File: src/rtl/muldiv_alu_control_unit.sv
// Hardwired Moore control unit: fetch, decode and sequence mul/div, three-register ALU ops and neg/not.
// Strobes are decoded from the state register and the IR fields latched while in T3.
module muldiv_alu_control_unit #(
   parameter int MEM_TIMEOUT = 15,
   parameter int NUM_REGS    = 16
) (
   input  logic                clk,
   input  logic                clr,
   input  logic                run,
   input  logic                mem_ready,
   input  logic [31:0]         ir,
   output logic                pc_out,
   output logic                zlo_out,
   output logic                zhi_out,
   output logic                mdr_out,
   output logic                mar_enable,
   output logic                pc_enable,
   output logic                mdr_enable,
   output logic                ir_enable,
   output logic                y_enable,
   output logic                z_enable,
   output logic                lo_enable,
   output logic                hi_enable,
   output logic                pc_increment,
   output logic                read,
   output logic [4:0]          op_code,
   output logic [NUM_REGS-1:0] reg_out_sel,
   output logic [NUM_REGS-1:0] reg_in_sel,
   output logic                instr_done,
   output logic                fault
);

   localparam int CW = (MEM_TIMEOUT < 2) ? 1 : $clog2(MEM_TIMEOUT + 1);

   typedef enum logic [3:0] {
      S_IDLE,
      S_T0,
      S_T1,
      S_T2,
      S_T3,
      S_T4,
      S_T5,
      S_T6,
      S_FAULT
   } state_t;

   typedef enum logic [1:0] {
      C_BAD,
      C_MULDIV,
      C_ALU3,
      C_UNARY
   } class_t;

   state_t          state;
   state_t          state_nxt;
   logic [CW-1:0]   wait_cnt;
   logic            t1_first;
   logic            timeout_hit;

   logic [4:0]      ir_opc;
   logic [3:0]      ir_ra;
   logic [3:0]      ir_rb;
   logic [3:0]      ir_rc;
   class_t          ir_cls;
   logic            ir_unused;

   logic [4:0]      opc_q;
   logic [3:0]      ra_q;
   logic [3:0]      rb_q;
   logic [3:0]      rc_q;
   class_t          cls_q;

   logic [4:0]      cur_opc;
   logic [3:0]      cur_ra;
   logic [3:0]      cur_rb;
   logic [3:0]      cur_rc;
   class_t          cur_cls;

   function automatic logic field_ok(input logic [3:0] f);
      return int'(f) < NUM_REGS;
   endfunction

   function automatic logic [NUM_REGS-1:0] sel(input logic [3:0] f);
      return NUM_REGS'(1) << f;
   endfunction

   // Only opcodes with a full execute sequence and in-range register fields are legal.
   function automatic class_t classify(input logic [4:0] opc, input logic [3:0] a,
                                       input logic [3:0] b, input logic [3:0] c);
      class_t cl;
      cl = C_BAD;
      if (opc == 5'b10000 || opc == 5'b01111) begin
         if (field_ok(a) && field_ok(b)) cl = C_MULDIV;
      end else if (opc >= 5'b00011 && opc <= 5'b01011) begin
         if (field_ok(a) && field_ok(b) && field_ok(c)) cl = C_ALU3;
      end else if (opc == 5'b10001 || opc == 5'b10010) begin
         if (field_ok(a) && field_ok(b)) cl = C_UNARY;
      end
      return cl;
   endfunction

   assign ir_opc    = ir[31:27];
   assign ir_ra     = ir[26:23];
   assign ir_rb     = ir[22:19];
   assign ir_rc     = ir[18:15];
   assign ir_unused = ^ir[14:0];
   assign ir_cls    = classify(ir_opc, ir_ra, ir_rb, ir_rc);

   // The datapath IR settles at the T2 edge; T3 decodes it live, later steps use the copy taken in T3.
   assign cur_opc = (state == S_T3) ? ir_opc : opc_q;
   assign cur_ra  = (state == S_T3) ? ir_ra  : ra_q;
   assign cur_rb  = (state == S_T3) ? ir_rb  : rb_q;
   assign cur_rc  = (state == S_T3) ? ir_rc  : rc_q;
   assign cur_cls = (state == S_T3) ? ir_cls : cls_q;

   // mem_ready acts as a data-valid: the read is held in T1 until a cycle with mem_ready=1,
   // which loads MDR in that same cycle and advances to T2; there is no back-pressure toward memory.
   assign t1_first    = (wait_cnt == '0);
   assign timeout_hit = (MEM_TIMEOUT != 0) && ((int'(wait_cnt) + 1) == MEM_TIMEOUT);

   always_ff @(posedge clk or posedge clr) begin
      if (clr) begin
         state <= S_IDLE;
      end else begin
         state <= state_nxt;
      end
   end

   always_ff @(posedge clk or posedge clr) begin
      if (clr) begin
         wait_cnt <= '0;
      end else if (state != S_T1) begin
         wait_cnt <= '0;
      end else if (!mem_ready && wait_cnt != '1) begin
         wait_cnt <= wait_cnt + 1'b1;
      end
   end

   always_ff @(posedge clk or posedge clr) begin
      if (clr) begin
         opc_q <= '0;
         ra_q  <= '0;
         rb_q  <= '0;
         rc_q  <= '0;
         cls_q <= C_BAD;
      end else if (state == S_T3) begin
         opc_q <= ir_opc;
         ra_q  <= ir_ra;
         rb_q  <= ir_rb;
         rc_q  <= ir_rc;
         cls_q <= ir_cls;
      end
   end

   always_comb begin
      state_nxt = state;
      case (state)
         S_IDLE:  if (run) state_nxt = S_T0;
         S_T0:    state_nxt = S_T1;
         S_T1: begin
            if (mem_ready) begin
               state_nxt = S_T2;
            end else if (timeout_hit) begin
               state_nxt = S_FAULT;
            end
         end
         S_T2:    state_nxt = S_T3;
         S_T3:    state_nxt = (cur_cls == C_BAD) ? S_FAULT : S_T4;
         S_T4:    state_nxt = (cur_cls == C_UNARY) ? S_IDLE : S_T5;
         S_T5:    state_nxt = (cur_cls == C_ALU3) ? S_IDLE : S_T6;
         S_T6:    state_nxt = S_IDLE;
         S_FAULT: state_nxt = S_FAULT;
         default: state_nxt = S_IDLE;
      endcase
   end

   always_comb begin
      pc_out       = 1'b0;
      zlo_out      = 1'b0;
      zhi_out      = 1'b0;
      mdr_out      = 1'b0;
      mar_enable   = 1'b0;
      pc_enable    = 1'b0;
      mdr_enable   = 1'b0;
      ir_enable    = 1'b0;
      y_enable     = 1'b0;
      z_enable     = 1'b0;
      lo_enable    = 1'b0;
      hi_enable    = 1'b0;
      pc_increment = 1'b0;
      read         = 1'b0;
      op_code      = 5'b00000;
      reg_out_sel  = '0;
      reg_in_sel   = '0;
      instr_done   = 1'b0;
      fault        = 1'b0;
      case (state)
         S_T0: begin
            pc_out       = 1'b1;
            mar_enable   = 1'b1;
            pc_increment = 1'b1;
            z_enable     = 1'b1;
         end
         S_T1: begin
            read       = 1'b1;
            mdr_enable = mem_ready;
            if (t1_first) begin
               zlo_out   = 1'b1;
               pc_enable = 1'b1;
            end
         end
         S_T2: begin
            mdr_out   = 1'b1;
            ir_enable = 1'b1;
         end
         S_T3: begin
            case (cur_cls)
               C_MULDIV: begin
                  reg_out_sel = sel(cur_ra);
                  y_enable    = 1'b1;
               end
               C_ALU3: begin
                  reg_out_sel = sel(cur_rb);
                  y_enable    = 1'b1;
               end
               C_UNARY: begin
                  reg_out_sel = sel(cur_rb);
                  op_code     = cur_opc;
                  z_enable    = 1'b1;
               end
               default: ;
            endcase
         end
         S_T4: begin
            case (cur_cls)
               C_MULDIV: begin
                  reg_out_sel = sel(cur_rb);
                  op_code     = cur_opc;
                  z_enable    = 1'b1;
               end
               C_ALU3: begin
                  reg_out_sel = sel(cur_rc);
                  op_code     = cur_opc;
                  z_enable    = 1'b1;
               end
               C_UNARY: begin
                  zlo_out    = 1'b1;
                  reg_in_sel = sel(cur_ra);
                  instr_done = 1'b1;
               end
               default: ;
            endcase
         end
         S_T5: begin
            case (cur_cls)
               C_MULDIV: begin
                  zlo_out   = 1'b1;
                  lo_enable = 1'b1;
               end
               C_ALU3: begin
                  zlo_out    = 1'b1;
                  reg_in_sel = sel(cur_ra);
                  instr_done = 1'b1;
               end
               default: ;
            endcase
         end
         S_T6: begin
            zhi_out    = 1'b1;
            hi_enable  = 1'b1;
            instr_done = 1'b1;
         end
         S_FAULT: fault = 1'b1;
         default: ;
      endcase
   end

endmodule

File: config.mk
export PLATFORM = sky130hd
export DESIGN_NAME = muldiv_alu_control_unit
export DESIGN_NICKNAME = d
export VERILOG_FILES = /design/src/rtl/muldiv_alu_control_unit.sv
export SDC_FILE = /design/constraint.sdc
export NUM_CORES = 1
export LEC_CHECK = 0
export ABC_AREA = 1
export BUFFER_PORTS_ARGS = -buffer_cell sky130_fd_sc_hd__buf_2
export CORE_MARGIN = 8
export CORE_UTILIZATION = 47
export CTS_CLUSTER_DIAMETER = 150
export DETAILED_ROUTE_END_ITERATION = 7
export PLACE_DENSITY = 0.77
export RECOVER_POWER = 25
export SYNTH_ARGS = -nofsm -noshare
export SYNTH_HDL_FRONTEND = slang
export SYNTH_SLANG_ARGS = --single-unit
File: constraint.sdc
create_clock -name clk -period 2.7 [get_ports clk]
set_input_delay 0.135 -clock clk [delete_from_list [all_inputs] [get_ports clk]]
set_output_delay 0.135 -clock clk [all_outputs]
set_load 0.02 [all_outputs]
== After elaboration in Yosys (flattened, before gate mapping) ==
Cells that the tools add are included.

* Bits in registers: 27
* Bits of input ports: 36

* Equality and inequality tests: 20
* Reduce and logical (&&, ||, !) cells: 12
* $add $sub $neg: 2
* Shifts and indexed selects: 3
* Magnitude comparators: 2
* Muxes and demuxes: 43

{| class="wikitable"
|+ Operators by type and width
! kind !! count
|-
| $pmux W16 S2 || 4
|-
| $shl A1 B4 Y16 const A || 3
|-
| $mux W4 || 9
|-
| $mux W16 || 2
|-
| $pmux W4 S8 || 1
|-
| $eq A4 B3 Y1 const B || 4
|-
| $eq A5 B5 Y1 const B || 3
|-
| $mux W5 || 3
|-
| $mux W1 || 14
|-
| $eq A5 B4 Y1 const B || 2
|-
| $pmux W5 S2 || 1
|-
| $pmux W1 S3 || 3
|-
| $eq A4 B2 Y1 const B || 2
|-
| $logic_not A4 Y1 || 2
|-
| $mux W2 || 4
|-
| $mux W3 || 2
|-
| $add A4 B1 Y5 const B || 1
|-
| $ge A5 B2 Y1 const B || 1
|-
| $le A5 B4 Y1 const B || 1
|-
| $add A4 B1 Y4 const B || 1
|-
| $eq A2 B2 Y1 const B || 2
|-
| $eq A4 B1 Y1 const B || 1
|-
| $eq A4 B4 Y1 const B || 1
|-
| $ne A4 B2 Y1 const B || 1
|-
| 11 further kinds || 14
|}

== Longest topological paths before layout ==
Gate-level depths: netlist of run 1.

* Depth in word-level cells: 10
* Mapped depth: 17

== Worst setup path after synthesis of run 1 ==
No wires, ideal clock.

* Kind: flip-flop to output port
* Start point: reg state[3]
* End point: out reg_out_sel[0]
* Cell stages (with the launch flop): 17
* Setup slack: 0.045 ns
* Arrival time: 2.520 ns
* Cells stage by stage: dfrtp_1 nor2_8 nand2_8 buf_6 buf_6 nor2_1 o311ai_0 o21ai_1 inv_1 ha_1 inv_1 nand2_1 clkbuf_1 nand4_1 nand2_1 nand2_1 nand2_1

* Cells in the longest elaborated chain, start to end: 6
* Elaborated cells on any way between the ends: 16

{| class="wikitable"
|+ Ends and longest elaborated chain
! what !! RTL line !! RTL
|-
| start, declared || 54 || <nowiki>state_t state;</nowiki>
|-
| start signal, assigned || 125 || <nowiki>state <= state_nxt;</nowiki>
|-
| $eq A4 B3 Y1 * || 114 || <nowiki>assign cur_cls = (state == S_T3) ? ir_cls : cls_q;</nowiki>
|-
| $mux W2 * || - ||
|-
| via cur_cls[0] || 77 || <nowiki>class_t cur_cls;</nowiki>
|-
| $eq A2 B2 Y1, on equally long branches || 217, 235 ||
|-
| $reduce_or A2 Y1 (no source line) || - ||
|-
| $pmux W16 S2 || 217 || <nowiki>case (cur_cls)</nowiki>
|-
| $pmux W16 S2 * || 197 || <nowiki>case (state)</nowiki>
|-
| end, declared || 27 || <nowiki>output logic [NUM_REGS-1:0] reg_out_sel,</nowiki>
|}

Mark *: on every way through the listed nets, which the timed path passes. The rest lies on a longest branch.

== Worst setup path in the final report of run 1 ==
* Start point: reg state[1]
* End point: out reg_out_sel[5]

* Cells in the longest elaborated chain, start to end: 6
* Elaborated cells on any way between the ends: 16

{| class="wikitable"
|+ Ends and longest elaborated chain
! what !! RTL line
|-
| $eq A4 B3 Y1 || -
|-
| $mux W2 || -
|-
| $eq A2 B2 Y1, on equally long branches || 217, 235
|-
| $reduce_or A2 Y1 (no source line) || -
|-
| $pmux W16 S2 || 217
|-
| $pmux W16 S2 * || 197
|}

Every way passes the cells marked *; elsewhere a longest branch is shown, timed or not.

==> impl_metrics.ini, run 1 <==
[timing]
rsz0062_at_grt = yes
fin_crit_sh_pct = 97.54
max_freq_mhz = 379.7
period_minus_slack_ps = 2634
setup_tns_ps = 0
hold_viol_final = 0
final-setup-viol-count = 0
slew_headroom_pct = 29.81
fin_skew_ps = 9.168
fin_ws_ps = 66.30
slew_violations = 0
worst_pin_slew_ps = 1052

[floorplanning]
core.rowCount = 28
pin_count = 89
coreArea_um2 = 5921
die_y_um = 94.39
die_area_um2 = 8909
start_util_pct = 48.77
die_w_um = 94.39

[clock_tree]
tritoncts = built
clock_latency_ps = 280
clock_path_buffers = 2
ctsHtreeMaxLevel = 1
clock-sinks = 27
ctsHoldBuffers = 0
cts_made_buffers = 3
clk_pin_slew_ps = 110
cts_root_buffer = clkbuf_8

[critical_path]
slowest_stage = dfrtp_2
cp.arrival_ps = 2500
cp-end-kind = output pin
critPathLaunchType = register
crit_cells = 14
worstSetupPathType = reg -> out
max_stage_delay_ps = 450
crit_fanout = 8
critPathRequiredTime_ps = 2570
crit_chain = nor2_4 > nand2_8 > nor2_4 > o311ai_2 > o21ai_2 > ha_2 > clkinvlp_4 > buf_12 > nor2_4 > nand3_2 > nand2_1 > nand2_1 > nand2_1 > buf_4
crit_buf_inv = 3
cpLargestDelayFamily = simple AND/OR/NAND/NOR gates
reg2regPathDepth = 12

[synth]
synth.largest_area_cell = dfrtp_1
async_flop_share_pct = 100.0
syn_area_um2 = 2888
ys_ff_latch = 27
synthesis.instances = 453
synthesis.nets = 497
synth_area_leaders = dfrtp_1, nand2_1, nand4_1
yosys_warnings = 0
synthDistinctLibCells = 30
synth-edff-count = 0
yosysSeqAreaShare_pct = 23.40
syn_avg_cell_area_um2 = 6.375
synth_ff_type = dfrtp_1
synth_top_area_share_pct = 23.40

[power]
power_density_nw_per_um2 = 1052
p_leak_nw = 1.892
ir_drop_mv = 0.5300

[final_layout]
final_area_um2 = 3550
syn2layout_area_growth_pct = 22.92
drive_above_1_share_pct = 29.67
nets = 564
diodes = 0

[global_routing]
grt_pass1_vias = 3014
antenna_found_initial = 0
grt_pass1_wl_um = 13690
grt_usage_pct = 18.32
gr-total-overflow = 0
grt_max_degree = 40

[detailed_routing]
vias_per_cell = 5.354
firstDrtPassIters = 4
drt-total-wl_um = 8411
drc = 0
final_antenna_net_count = 0
detail_route.iter0.violations = 136
vias = 3180
drt-wirelength-per-cell_um = 14.16

[place]
place_congestion = 0.8702
dpl_cell_area_um2 = 3209
hpwl_um = 6076
place_ws_ps = 65.88
port_buffers = 73

[worst_hold_path]
hold_path.class = in -> async

[flow_run]
maxCapViolations = 0

[run_status]
status = complete, no violations
[worst paths after layout]
check	start	endpoint	slack [ps]
max	state[1]	reg_out_sel[5]	70
min	clr	ra_q[0]	100
max reg2reg	state[1]	state[1]	660
min reg2reg	opc_q[0]	opc_q[0]	490
max in group asynchronous	clr	state[1]	1910
min in group clk	ir[27]	opc_q[0]	110
[timing repair]
action / CTS / global route
pin swaps: 1 / 22
setup buffers: 4 / 5
gates resized for setup: 6 / 51
setup endpoints to repair: 38 / 38
cloned: 0 / 1
[layer usage]
metal  GRT usage [%]  routed length [µm]
met2           32.56                4312
met1           21.94                3435
met5               0                   0
met3           3.810                 531
met4           4.227                 131
[cells by family (layout without fill, tap and decap cells)]
logic type      after synthesis  in the layout  synth area share, %
compound gates               30             30                7.409
xor+xnor                      2              2               0.6067
fa+ha+maj                     8              8                3.466
buf+inv                      74            139                12.44
flops                        27             27                23.40
simple gates                312            313                52.69
[metrics by stage]
stage	hold slack (ps)	power (W)	std cells	util (%)
CTS	107.2	0.003452	588	56.04
finish	96.78	0.003735	594	59.95
detailed placement	402.0	0.003135	580	54.21
global route	129.4	0.004051	594	59.95
global placement	394.8	0.003068	580	54.21
floorplan	187.7	0.002712	453	-
[layout by cell type (no fill, tap or decap), types with 12 or more instances in the layout]
cell type / n
nand2_1: 147
buf_2: 60
nand4_1: 50
inv_1: 40
nand3_1: 38
nor2_1: 28
dfrtp_1: 25
buf_4: 16
nand2_2: 14
nor2_4: 13
o21ai_0: 12
[cell type report]
| type | count | area, µm² |
|---|---|---|
| Inverter | 47 | 187.7 |
| Sequential cell | 27 | 678.2 |
| Multi-Input combinational cell | 353 | 1964 |
| Clock buffer | 3 | 41.29 |
| Tap cell | 75 | 93.84 |
| Clock inverter | 1 | 7.507 |
| Timing Repair Buffer | 88 | 576.8 |
| Fill cell | 594 | 2371 |
[Yosys cell counts, types with 7 or more instances]
| cell type | n |
|---|---|
| buf_2 | 11 |
| nand2_1 | 152 |
| nand2_2 | 10 |
| buf_6 | 7 |
| ha_1 | 8 |
| nand4_1 | 50 |
| inv_1 | 42 |
| o21ai_0 | 13 |
| nor2_1 | 29 |
| nand3_1 | 47 |
| nor2_4 | 11 |
| dfrtp_1 | 27 |
[worst reg2reg max path, cell delays in order, from the launching register on]
cell      delay, ps
dfrtp_2         450
nor2_4          180
nand2_8         100
nor2_4           90
o311ai_2        110
o21ai_2         100
buf_4           140
inv_1            60
ha_1            240
inv_2           130
buf_4           170
nand2_1          80
nand3_1         110
[sequential cells by signal (all words and copies together) (netlist names)]
register	flops
cls_q	2
ra_q	4
opc_q	5
wait_cnt	4
rc_q	4
state	4
rb_q	4
[report_power, final]
part           switching (W)  internal (W)  total [W]  leakage (nW)
Combinational        0.00199      0.000819    0.00281          1.53
Sequential          0.000100      0.000579   0.000679         0.337
Clock               0.000139      0.000105   0.000245        0.0217
Note: power is estimated with default switching activity, not from simulation.
==> run 2, diff against run 1 <==
--- a/config.mk
+++ b/config.mk
@@ -13,6 +13,7 @@
 export DETAILED_ROUTE_END_ITERATION = 7
 export PLACE_DENSITY = 0.77
 export RECOVER_POWER = 25
+export SETUP_SLACK_MARGIN = 0.1
 export SYNTH_ARGS = -nofsm -noshare
 export SYNTH_HDL_FRONTEND = slang
 export SYNTH_SLANG_ARGS = --single-unit
==> constraint.sdc (replaced) <==
create_clock -name clk -period 2.7 [get_ports clk]
set_input_delay 0.135 -clock clk [delete_from_list [all_inputs] [get_ports clk]]
set_output_delay 0.135 -clock clk [all_outputs]
set_load 0.005 [all_outputs]
==> run 2 against run 1 <==
  * Critical path depth fell by 3
  * Global-route usage rose by 0.38 points
  * Largest power group unchanged
  * Critical path type unchanged
  * Non-clock buffer count did not move
  * Largest cell class unchanged
==> impl_metrics.ini, run 2 (same netlist as run 1, synthesis figures left out) <==
[clock_tree]
clk_pin_slew_ps = 100
cts_root_buffer = clkbuf_8
ctsHtreeMaxLevel = 1
clock_path_buffers = 2
clock-sinks = 27
cts_made_buffers = 3
tritoncts = built
clock_latency_ps = 280

[final_layout]
largest_reg_flops = 5
diodes = 0
nets = 566
final_cell_mix = nand2_1, buf_2, nand4_1, nand3_1, inv_1
final_area_um2 = 3456
syn2layout_area_growth_pct = 19.67
final_common_cell = nand2_1
largest_register = opc_q
drive_above_1_share_pct = 28.21

[timing]
setup_tns_ps = 0
final-setup-viol-count = 0
max_freq_mhz = 402.3
worst_pin_slew_ps = 1043
rsz0062_at_grt = yes
hold_viol_final = 0
slew_violations = 0
slew_headroom_pct = 30.39
fin_skew_ps = 3.819
period_minus_slack_ps = 2486
fin_crit_sh_pct = 92.06

[flow_run]
maxCapViolations = 0

[place]
dpl_cell_area_um2 = 3209
hpwl_um = 6050
place_congestion = 0.8603
port_buffers = 73

[power]
power_frac_comb_pct = 74.2
intPower_w = 0.001478
ir_drop_mv = 0.5569
p_leak_nw = 1.881
switching_power_w = 0.002093
seqPwrFrac_pct = 19.0
power_density_nw_per_um2 = 1033
p_sw_share_pct = 58.60
clockPowerShare_pct = 6.8

[critical_path]
cp-end-kind = output pin
crit_fanout = 10
critPathRequiredTime_ps = 2570
critPathLaunchType = register
worstSetupPathType = reg -> out
cp.arrival_ps = 2350

[floorplanning]
pin_count = 89
die_w_um = 94.39
core.rowCount = 28
die_area_um2 = 8909
coreArea_um2 = 5921
die_y_um = 94.39
start_util_pct = 48.77

[run_status]
status = complete, no violations

[detailed_routing]
drt-wirelength-per-cell_um = 14.30
vias_per_cell = 5.386
drc = 0
firstDrtPassIters = 5
final_antenna_net_count = 0
drt-total-wl_um = 8521
detail_route.iter0.violations = 294
vias = 3210

[global_routing]
grt_pass1_wl_um = 13810
grt_pass1_vias = 2981
antenna_found_initial = 0
grt_usage_pct = 18.70
gr-total-overflow = 0
grt_max_degree = 40

[worst_hold_path]
hold_path.class = in -> async
-- run 2: what timing repair did --
item                       in CTS  in global routing
setup endpoints to repair      39                 38
hold buffers                    0                  0
pin swaps                       2                  7
resized for setup              12                 20
gates cloned                    2                  1
buffers inserted                7                  2
-- run 2: per-stage QoR --
stage	instances	util (%)	setup slack (ps)	hold slack (ps)	total power [W]
floorplan	453	-	121.7	187.7	0.002597
global placement	580	54.21	64.94	395.6	0.002962
detailed placement	580	54.21	15.90	399.8	0.003018
CTS	593	56.87	119.6	103.5	0.003391
global route	596	58.37	55.88	105.2	0.003891
finish	596	58.37	214.4	90.54	0.003571
-- run 2: worst max-delay path, cell delays in order, from the launching register on --
cell and delay [ps]:
dfrtp_2 450, nor2_4 180, nand2_8 90, inv_8 80
buf_4 170, o21ai_4 80, ha_1 340, nand2_4 160
clkinvlp_4 200, nand2_1 110, nand2_1 70, buf_2 130
-- run 2: layout make-up --
class                      count  area [µm²]
clock inverter                 1       7.507
fill                         552        2465
multi-input combinational    353        1923
timing repair inverter         2       15.01
sequential                    27       678.2
inverter                      47       190.2
clock buffer                   3       41.29
tap                           75       93.84
timing repair buffer          88       506.7
-- run 2: layer usage --
layer | GRT usage, % | vias up | wire length, µm
met5 | 0 | - | 0
met4 | 4.491 | 0 | 160
met3 | 4.286 | 23 | 658
met2 | 32.62 | 122 | 4197
met1 | 22.59 | 1434 | 3504
li1 | - | 1631 | -
-- run 2: power groups by stage --
stage	combinational, W	clock (W)	sequential [W]
6_report	0.00265	0.000242	0.000679
5_1_grt	0.00292	0.000270	0.000702
4_1_cts	0.00246	0.000251	0.000675
3_5_place_dp	0.00233	0	0.000684
3_3_place_gp	0.00229	0	0.000674
2_1_floorplan	0.00193	0	0.000664
-- run 2: path summary, 6_finish.rpt --
| check | start | end | slack [ps] | cells past startpoint |
|---|---|---|---|---|
| max | state[0] | reg_out_sel[13] | 210 | 11 |
| min in group clk | ir[27] | opc_q[0] | 110 | 3 |
| max in group asynchronous | clr | state[1] | 1910 | 2 |
| min reg2reg | opc_q[2] | opc_q[2] | 490 | 2 |
| max reg2reg | state[0] | state[1] | 810 | 11 |
| min | clr | rb_q[0] | 90 | 2 |
